### src/rtl/paper_soccer_pkg.sv
// Shared definitions for the paper-soccer blocks: directions, colours, controller states.
package paper_soccer_pkg;

   localparam logic [2:0] DIR_A = 3'd0;
   localparam logic [2:0] DIR_B = 3'd1;
   localparam logic [2:0] DIR_C = 3'd2;
   localparam logic [2:0] DIR_D = 3'd3;
   localparam logic [2:0] DIR_E = 3'd4;
   localparam logic [2:0] DIR_F = 3'd5;
   localparam logic [2:0] DIR_G = 3'd6;
   localparam logic [2:0] DIR_H = 3'd7;

   localparam logic COLOR_BLUE = 1'b0;
   localparam logic COLOR_RED  = 1'b1;

   typedef enum logic [3:0] {
      ST_IDLE,
      ST_START,
      ST_TURN,
      ST_RD_SRC,
      ST_CHK,
      ST_RD_DST,
      ST_WR_SRC,
      ST_WR_DST,
      ST_UPDATE,
      ST_DONE
   } state_t;

   function automatic logic [2:0] opp_dir(input logic [2:0] dir);
      return dir + 3'd4;
   endfunction

endpackage

### src/rtl/move_decoder.sv
// Combinational direction decode: step vector plus the edge-mask bits for both endpoints.
module move_decoder
   import paper_soccer_pkg::*;
(
   input  logic        [2:0] dir,
   output logic signed [1:0] dx,
   output logic signed [1:0] dy,
   output logic        [7:0] dir_bit,
   output logic        [7:0] opp_bit
);

   localparam logic signed [1:0] POS  = 2'sb01;
   localparam logic signed [1:0] ZERO = 2'sb00;
   localparam logic signed [1:0] NEG  = 2'sb11;

   always_comb begin
      dx = ZERO;
      dy = ZERO;
      case (dir)
         DIR_A:   begin dx = ZERO; dy = POS;  end
         DIR_B:   begin dx = POS;  dy = POS;  end
         DIR_C:   begin dx = POS;  dy = ZERO; end
         DIR_D:   begin dx = POS;  dy = NEG;  end
         DIR_E:   begin dx = ZERO; dy = NEG;  end
         DIR_F:   begin dx = NEG;  dy = NEG;  end
         DIR_G:   begin dx = NEG;  dy = ZERO; end
         DIR_H:   begin dx = NEG;  dy = POS;  end
         default: begin dx = ZERO; dy = ZERO; end
      endcase
      dir_bit = 8'd1 << dir;
      opp_bit = 8'd1 << opp_dir(dir);
   end

endmodule

### src/rtl/move_arbiter.sv
// Paper-soccer turn controller: owns ball and turn, validates each move against board RAM
// edge masks, marks both endpoints, and decides bounces, goals and stuck positions.
module move_arbiter
   import paper_soccer_pkg::*;
#(
   parameter int   WIDTH    = 8,
   parameter int   LENGTH   = 10,
   parameter logic AI_COLOR = 1'b1
)
(
   input  logic        clk,
   input  logic        rst_n,
   input  logic        game_start,
   input  logic        hum_valid,
   input  logic [2:0]  hum_dir,
   output logic        hum_ready,
   output logic        ai_turn,
   input  logic        ai_dir_valid,
   input  logic [2:0]  ai_dir,
   input  logic        ai_idle,
   output logic [7:0]  ball_x,
   output logic [7:0]  ball_y,
   output logic        turn,
   output logic [15:0] mem_addr,
   output logic        mem_rd,
   output logic        mem_we,
   output logic [7:0]  mem_wdata,
   input  logic [7:0]  mem_rdata,
   output logic        move_done,
   output logic        move_reject,
   output logic        winner_valid,
   output logic        winner
);

   localparam logic [7:0]  X_MID  = 8'(WIDTH / 2);
   localparam logic [7:0]  Y_MID  = 8'(LENGTH / 2);
   localparam logic [7:0]  Y_GOAL = 8'(LENGTH);
   localparam logic [15:0] ROW    = 16'(WIDTH + 1);

   state_t state, state_nxt;

   logic [7:0] ball_x_q, ball_y_q;
   logic       turn_q;
   logic [2:0] dir_q;
   logic [7:0] src_mask, dst_mask;
   logic       ai_started;
   logic       winner_q;

   logic signed [1:0] dx, dy;
   logic [7:0] dir_bit, opp_bit;
   logic [7:0] dst_x, dst_y;
   logic [15:0] src_addr, dst_addr;
   logic       hum_turn, accept_hum, accept_ai, accept, ai_fire, illegal, stuck;
   logic [2:0] dir_in;

   function automatic logic [15:0] pt_addr(input logic [7:0] x, input logic [7:0] y);
      return ({8'd0, y} * ROW) + {8'd0, x};
   endfunction

   move_decoder u_dec (
      .dir     (dir_q),
      .dx      (dx),
      .dy      (dy),
      .dir_bit (dir_bit),
      .opp_bit (opp_bit)
   );

   // Ball only moves in UPDATE, so the destination can be derived from the live ball.
   assign dst_x    = ball_x_q + {{6{dx[1]}}, dx};
   assign dst_y    = ball_y_q + {{6{dy[1]}}, dy};
   assign src_addr = pt_addr(ball_x_q, ball_y_q);
   assign dst_addr = pt_addr(dst_x, dst_y);

   assign hum_turn   = (turn_q != AI_COLOR);
   assign accept_hum = (state == ST_TURN) && hum_turn && hum_valid;
   assign accept_ai  = (state == ST_TURN) && !hum_turn && ai_started && ai_dir_valid;
   assign accept     = accept_hum || accept_ai;
   assign ai_fire    = (state == ST_TURN) && !hum_turn && !ai_started && ai_idle;
   assign dir_in     = hum_turn ? hum_dir : ai_dir;
   assign illegal    = |(mem_rdata & dir_bit);
   assign stuck      = ((dst_mask | opp_bit) == 8'hFF);

   always_ff @(posedge clk) begin
      if (!rst_n) state <= ST_IDLE;
      else        state <= state_nxt;
   end

   always_comb begin
      state_nxt = state;
      case (state)
         ST_IDLE:   if (game_start) state_nxt = ST_START;
         ST_START:  state_nxt = ST_TURN;
         ST_TURN:   if (accept) state_nxt = ST_RD_SRC;
         ST_RD_SRC: state_nxt = ST_CHK;
         ST_CHK: begin
            if (illegal) state_nxt = hum_turn ? ST_TURN : ST_DONE;
            else         state_nxt = ST_RD_DST;
         end
         ST_RD_DST: state_nxt = ST_WR_SRC;
         ST_WR_SRC: state_nxt = ST_WR_DST;
         ST_WR_DST: state_nxt = ST_UPDATE;
         ST_UPDATE: begin
            if (dst_y == Y_GOAL || dst_y == 8'd0 || stuck) state_nxt = ST_DONE;
            else                                            state_nxt = ST_TURN;
         end
         ST_DONE:   if (game_start) state_nxt = ST_START;
         default:   state_nxt = ST_IDLE;
      endcase
   end

   always_comb begin
      hum_ready    = (state == ST_TURN) && hum_turn;
      ai_turn      = ai_fire;
      mem_rd       = (state == ST_RD_SRC) || (state == ST_RD_DST);
      mem_we       = (state == ST_WR_SRC) || (state == ST_WR_DST);
      mem_addr     = 16'd0;
      mem_wdata    = 8'd0;
      move_done    = (state == ST_UPDATE);
      move_reject  = (state == ST_CHK) && illegal && hum_turn;
      winner_valid = (state == ST_DONE);
      winner       = winner_q;
      case (state)
         ST_RD_SRC: mem_addr = src_addr;
         ST_RD_DST: mem_addr = dst_addr;
         ST_WR_SRC: begin
            mem_addr  = src_addr;
            mem_wdata = src_mask | dir_bit;
         end
         ST_WR_DST: begin
            mem_addr  = dst_addr;
            mem_wdata = dst_mask | opp_bit;
         end
         default: ;
      endcase
   end

   always_ff @(posedge clk) begin
      if (!rst_n) begin
         ball_x_q   <= X_MID;
         ball_y_q   <= Y_MID;
         turn_q     <= COLOR_BLUE;
         dir_q      <= 3'd0;
         src_mask   <= 8'd0;
         dst_mask   <= 8'd0;
         ai_started <= 1'b0;
         winner_q   <= 1'b0;
      end else begin
         case (state)
            ST_START: begin
               ball_x_q   <= X_MID;
               ball_y_q   <= Y_MID;
               turn_q     <= COLOR_BLUE;
               winner_q   <= 1'b0;
               ai_started <= 1'b0;
            end
            ST_TURN: begin
               if (ai_fire) ai_started <= 1'b1;
               if (accept) begin
                  dir_q      <= dir_in;
                  ai_started <= 1'b0;
               end
            end
            ST_CHK: begin
               src_mask <= mem_rdata;
               if (illegal && !hum_turn) winner_q <= ~AI_COLOR;
            end
            ST_WR_SRC: dst_mask <= mem_rdata;
            ST_UPDATE: begin
               ball_x_q <= dst_x;
               ball_y_q <= dst_y;
               // A previously visited destination is a bounce: the mover keeps the turn.
               if (dst_y == Y_GOAL)       winner_q <= COLOR_BLUE;
               else if (dst_y == 8'd0)    winner_q <= COLOR_RED;
               else if (stuck)            winner_q <= ~turn_q;
               else if (dst_mask == 8'd0) turn_q   <= ~turn_q;
            end
            default: ;
         endcase
      end
   end

   assign ball_x = ball_x_q;
   assign ball_y = ball_y_q;
   assign turn   = turn_q;

endmodule

### config.mk
export PLATFORM = sky130hd
export DESIGN_NAME = move_arbiter
export DESIGN_NICKNAME = d
export VERILOG_FILES = /design/src/rtl/paper_soccer_pkg.sv /design/src/rtl/move_decoder.sv /design/src/rtl/move_arbiter.sv
export SDC_FILE = /design/constraint.sdc
export NUM_CORES = 1
export LEC_CHECK = 0
export CAP_MARGIN = 20
export CORE_MARGIN = 2
export CORE_UTILIZATION = 55
export CTS_BUF_LIST = sky130_fd_sc_hd__clkbuf_4
export DETAILED_ROUTE_END_ITERATION = 6
export GPL_ROUTABILITY_DRIVEN = 0
export GPL_TIMING_DRIVEN = 0
export PLACE_DENSITY = 0.9
export SLEW_MARGIN = 5
export SYNTH_ARGS = -nofsm -noshare
export SYNTH_HDL_FRONTEND = slang
export SYNTH_SLANG_ARGS = --single-unit
export TNS_END_PERCENT = 20
### constraint.sdc
create_clock -name clk -period 7.1 [get_ports clk]
set_input_delay 1.065 -clock clk [delete_from_list [all_inputs] [get_ports clk]]
set_output_delay 1.065 -clock clk [all_outputs]
set_load 0.01 [all_outputs]
==> impl_metrics.csv <==
group,metric,value,unit
outcome,run_status,"finished, final reports clean",
floorplan,die_w,92.6,um
sta,max_freq,0.157,GHz
critical_path,rr_worst_depth,8,
grt,grt_util_all_layers,28.6,%
synth,synthDistinctLibCells,73,
synth,ffs_w_async_s_r_synth,0,%
route,routedWlPerCell,16.7,um
route,routed_wl,12100,um
critical_path,required,6030,ps
hold_path,hp-class,"flop to flop",
critical_path,setup.worst_path.start_class,"flop",
floorplan,core_region_area,7650,um^2
cells_and_area,filler_cell_count,595,
route,drt-vias-per-instance,6.14,
hold_path,min_delay_path_depth,2,
clocking,cts_tree,"yes",
cells_and_area,layout-drive-gt1-share,5.62,%
placed_design,postPlaceCellArea,5100,um^2
placed_design,place.port_buffers,64,
clocking,htree_levels,2,
route,detail_route.iter0.violations,425,
grt,grt_max_degree,17,
sta,finalCriticalPeriod,6380,ps
cells_and_area,multiInputGateArea,3050,um^2
grt,antenna_found_initial,0,
power,p_clk_share,13.3,%
route,drc,0,
synth,ys.flop_type,"sky130_fd_sc_hd__dfxtp_1",
cells_and_area,layout.cell_area.non_filler,5160,um^2
clocking,post_cts_setup_buffers,0,
synth,yosysSeqAreaShare,21.3,%
critical_path,arrival,5320,ps
critical_path,critical_path_peak_fanout,8,
clocking,cts-resized-gates,0,
synth,syn-instance-count,548,
power,intPower,0.000556,W
power,power.density,200,nW/um^2
synth,syn_std_cell_area,4320,um^2
sta,slew-limit-headroom,48.8,%
sta,setup_viol_count_final,0,
clocking,tritoncts_num_sinks,46,
clocking,clock_tree.buffer_depth,2,
power,power.share.sequential,28.1,%
clocking,insertion_delay,360,ps
power,fraction_of_power_spent_switching_nets,46.1,%
clocking,number_of_buffers_created_by_cts,5,
critical_path,end_kind,"primary output",
power,cellLeakagePower,2.19,nW
route,drtAntennaViolNets,0,
grt,grt_first_pass_wirelength,20000,um
floorplan,floorplan.initialDensity,56.5,%
power,p_switching,0.000475,W
synth,register_bit_count_reported_by_yosys,46,
synth,yosys_warn_count,0,
route,routed-via-count,4452,
run,drv_cap,0,
grt,first_global_vias,4367,
synth,synth_enable_flop_cells,0,
cells_and_area,most_frequent_cells_in_the_layout,"64 x sky130_fd_sc_hd__clkdlybuf4s50_1, 61 x sky130_fd_sc_hd__nand2_1, 58 x sky130_fd_sc_hd__inv_1",
sta,rsz_0062_raised_after_global_routing,"no",
sta,finClkSkew,8.95,ps
critical_path,timing.setup.critical_path_class,"flop to primary output",
clocking,cts_root_buffer,"sky130_fd_sc_hd__clkbuf_4",
floorplan,pin_count,69,
floorplan,placementRows,32,
clocking,cts_hold_buffers,0,
cells_and_area,final-seq-area,921,um^2
power,gate_power_share,58.5,%
placed_design,place.detailed.hpwl,9640,um
cells_and_area,antenna_cells_inserted,0,
sta,timing_worst_slew_pin_value,756,ps
floorplan,die-height,92.6,um
sta,period_utilization_post_route,89.9,%
sta,finalMaxSlewViolations,0,
clocking,clock_edge_transition_at_the_registers_on_the_reported_setup_and_hold_paths,150,ps
grt,grt-ovfl-total,0,
route,dr.pass1.iters,5,
sta,finalHoldViolations,0,
synth,syn_area_per_cell,7.88,um^2
cells_and_area,layout_stage_area_growth_over_the_synthesis_result,19.5,%
sta,setup_tns,0,ps
power,worst_vdd_rail_ir_drop,105,uV
cells_and_area,layout.nets,706,
cells_and_area,mostFrequentLayoutCell,"sky130_fd_sc_hd__clkdlybuf4s50_1",
floorplan,die_footprint,8580,um^2
[flip-flops by register name, summed over array words and instances (netlist names)]
register,count
dir_q,3
state,4
ai_started,1
ball_y,8
u_dec.dx,2
ball_x,8
turn,1
src_mask,8
dst_mask,8
winner,1
u_dec.dy,2
[final cells by class]
cell class | count | share of cell area (%)
plain buffers | 26 | 2.57
clock buffers | 5 | 0.727
clock inverters | 3 | 0.485
inverters | 59 | 4.29
multi-input cells | 420 | 59.2
flip-flops and latches | 46 | 17.8
well taps | 102 | 2.47
repair buffers | 64 | 12.4
[logic make-up (layout without fill, tap and decap cells)]
| group | count (synthesis) | after routing | share of synthesized area (%) |
|---|---|---|---|
| compound gates | 136 | 136 | 21.5 |
| xor+xnor | 27 | 27 | 5.65 |
| fa+ha+maj | 64 | 64 | 20.6 |
| buf+inv | 85 | 157 | 8.20 |
| flops | 46 | 46 | 21.3 |
| mux | 9 | 9 | 2.23 |
| other cells | 1 | 4 | 0.0868 |
| simple gates | 180 | 180 | 20.4 |
[routing by layer]
metal / part of all wire, % / wire [um] / global-route usage, %
met3: 8.4 / 1010 / 4.15
met4: 3.4 / 412 / 12.2
met1: 40 / 4790 / 35.3
met5: 0 / 0 / 0
met2: 49 / 5880 / 49.5
[critical path, cell delays in order (launching register included)]
cell and delay [ps]:
sky130_fd_sc_hd__dfxtp_1 590, sky130_fd_sc_hd__ha_1 320, sky130_fd_sc_hd__a211oi_1 290, sky130_fd_sc_hd__nor2_1 150, sky130_fd_sc_hd__o311ai_1 690, sky130_fd_sc_hd__ha_1 260, sky130_fd_sc_hd__inv_1 60, sky130_fd_sc_hd__fa_1 540
sky130_fd_sc_hd__inv_1 50, sky130_fd_sc_hd__ha_1 320, sky130_fd_sc_hd__o21ai_0 170, sky130_fd_sc_hd__a31oi_1 80, sky130_fd_sc_hd__o21a_1 210, sky130_fd_sc_hd__a311o_1 360, sky130_fd_sc_hd__xnor2_1 140, sky130_fd_sc_hd__o22ai_1 150
sky130_fd_sc_hd__clkdlybuf4s50_1 570
[power by group through the flow]
stage | sequential, W | clock, W | combinational, W
floorplan | 0.000291 | 0 | 0.000436
global placement | 0.000295 | 0 | 0.000555
detailed placement | 0.000295 | 0 | 0.000588
CTS | 0.000290 | 0.000138 | 0.000591
global route | 0.000292 | 0.000150 | 0.000661
finish | 0.000290 | 0.000138 | 0.000604
[through the flow]
step | utilization (%) | std cells | setup WS (ps) | total power (W) | hold slack, ps
after floorplan | - | 551 | 2170 | 0.000728 | 433
after global placement | 66.7 | 717 | 1320 | 0.000849 | 450
after detailed placement | 66.7 | 717 | 1190 | 0.000883 | 456
after CTS | 67.5 | 725 | 767 | 0.00102 | 475
after global routing | 67.5 | 725 | 424 | 0.00110 | 506
final | 67.5 | 725 | 716 | 0.00103 | 473
[synthesized netlist by cell type, types with 2 or more instances]
| master | instances | area, um^2 |
|---|---|---|
| sky130_fd_sc_hd__a211oi_1 | 7 | 52.6 |
| sky130_fd_sc_hd__a21o_1 | 5 | 37.5 |
| sky130_fd_sc_hd__a21oi_1 | 37 | 185 |
| sky130_fd_sc_hd__a221oi_1 | 5 | 43.8 |
| sky130_fd_sc_hd__a22o_1 | 2 | 17.5 |
| sky130_fd_sc_hd__a22oi_1 | 10 | 75.1 |
| sky130_fd_sc_hd__a2bb2oi_1 | 2 | 17.5 |
| sky130_fd_sc_hd__a31oi_1 | 4 | 25.0 |
| sky130_fd_sc_hd__a32oi_1 | 2 | 17.5 |
| sky130_fd_sc_hd__a41oi_1 | 2 | 17.5 |
| sky130_fd_sc_hd__and2_1 | 5 | 31.3 |
| sky130_fd_sc_hd__buf_1 | 2 | 7.51 |
| sky130_fd_sc_hd__buf_2 | 4 | 20.0 |
| sky130_fd_sc_hd__buf_4 | 4 | 30.0 |
| sky130_fd_sc_hd__buf_6 | 2 | 22.5 |
| sky130_fd_sc_hd__clkbuf_1 | 14 | 52.6 |
| sky130_fd_sc_hd__dfxtp_1 | 46 | 921 |
| sky130_fd_sc_hd__fa_1 | 12 | 240 |
| sky130_fd_sc_hd__ha_1 | 52 | 651 |
| sky130_fd_sc_hd__inv_1 | 58 | 218 |
| sky130_fd_sc_hd__mux2i_1 | 7 | 70.1 |
| sky130_fd_sc_hd__nand2_1 | 61 | 229 |
| sky130_fd_sc_hd__nand2b_1 | 6 | 37.5 |
| sky130_fd_sc_hd__nand3_1 | 8 | 40.0 |
| sky130_fd_sc_hd__nand3b_1 | 4 | 30.0 |
| sky130_fd_sc_hd__nor2_1 | 47 | 176 |
| sky130_fd_sc_hd__nor2b_1 | 10 | 62.6 |
| sky130_fd_sc_hd__nor3_1 | 15 | 75.1 |
| sky130_fd_sc_hd__nor3b_1 | 5 | 37.5 |
| sky130_fd_sc_hd__nor4_1 | 2 | 12.5 |
| sky130_fd_sc_hd__o211ai_1 | 4 | 30.0 |
| sky130_fd_sc_hd__o21a_1 | 6 | 45.0 |
| sky130_fd_sc_hd__o21ai_0 | 16 | 80.1 |
| sky130_fd_sc_hd__o21ai_1 | 2 | 10.0 |
| sky130_fd_sc_hd__o22ai_1 | 9 | 56.3 |
| sky130_fd_sc_hd__o31a_1 | 2 | 17.5 |
| sky130_fd_sc_hd__o31ai_1 | 2 | 15.0 |
| sky130_fd_sc_hd__o32ai_1 | 4 | 35.0 |
| sky130_fd_sc_hd__or2_2 | 3 | 18.8 |
| sky130_fd_sc_hd__or3_1 | 2 | 12.5 |
| sky130_fd_sc_hd__or3b_2 | 2 | 17.5 |
| sky130_fd_sc_hd__xnor2_1 | 11 | 96.3 |
| sky130_fd_sc_hd__xor2_1 | 15 | 131 |
[worst paths after layout]
| kind | to | slack [ps] | from |
|---|---|---|---|
| worst max-delay path | mem_addr[10] | 720 | u_dec.dy[1]$_DFF_P_ |
| worst min-delay path | src_mask[1]$_SDFFE_PN0P_ | 470 | src_mask[1]$_SDFFE_PN0P_ |
| worst max register to register | state[3]$_SDFFE_PN0P_ | 4130 | u_dec.dy[1]$_DFF_P_ |
| worst min register to register | src_mask[1]$_SDFFE_PN0P_ | 470 | src_mask[1]$_SDFFE_PN0P_ |
No activity file was read; power rests on OpenSTA's default activity.
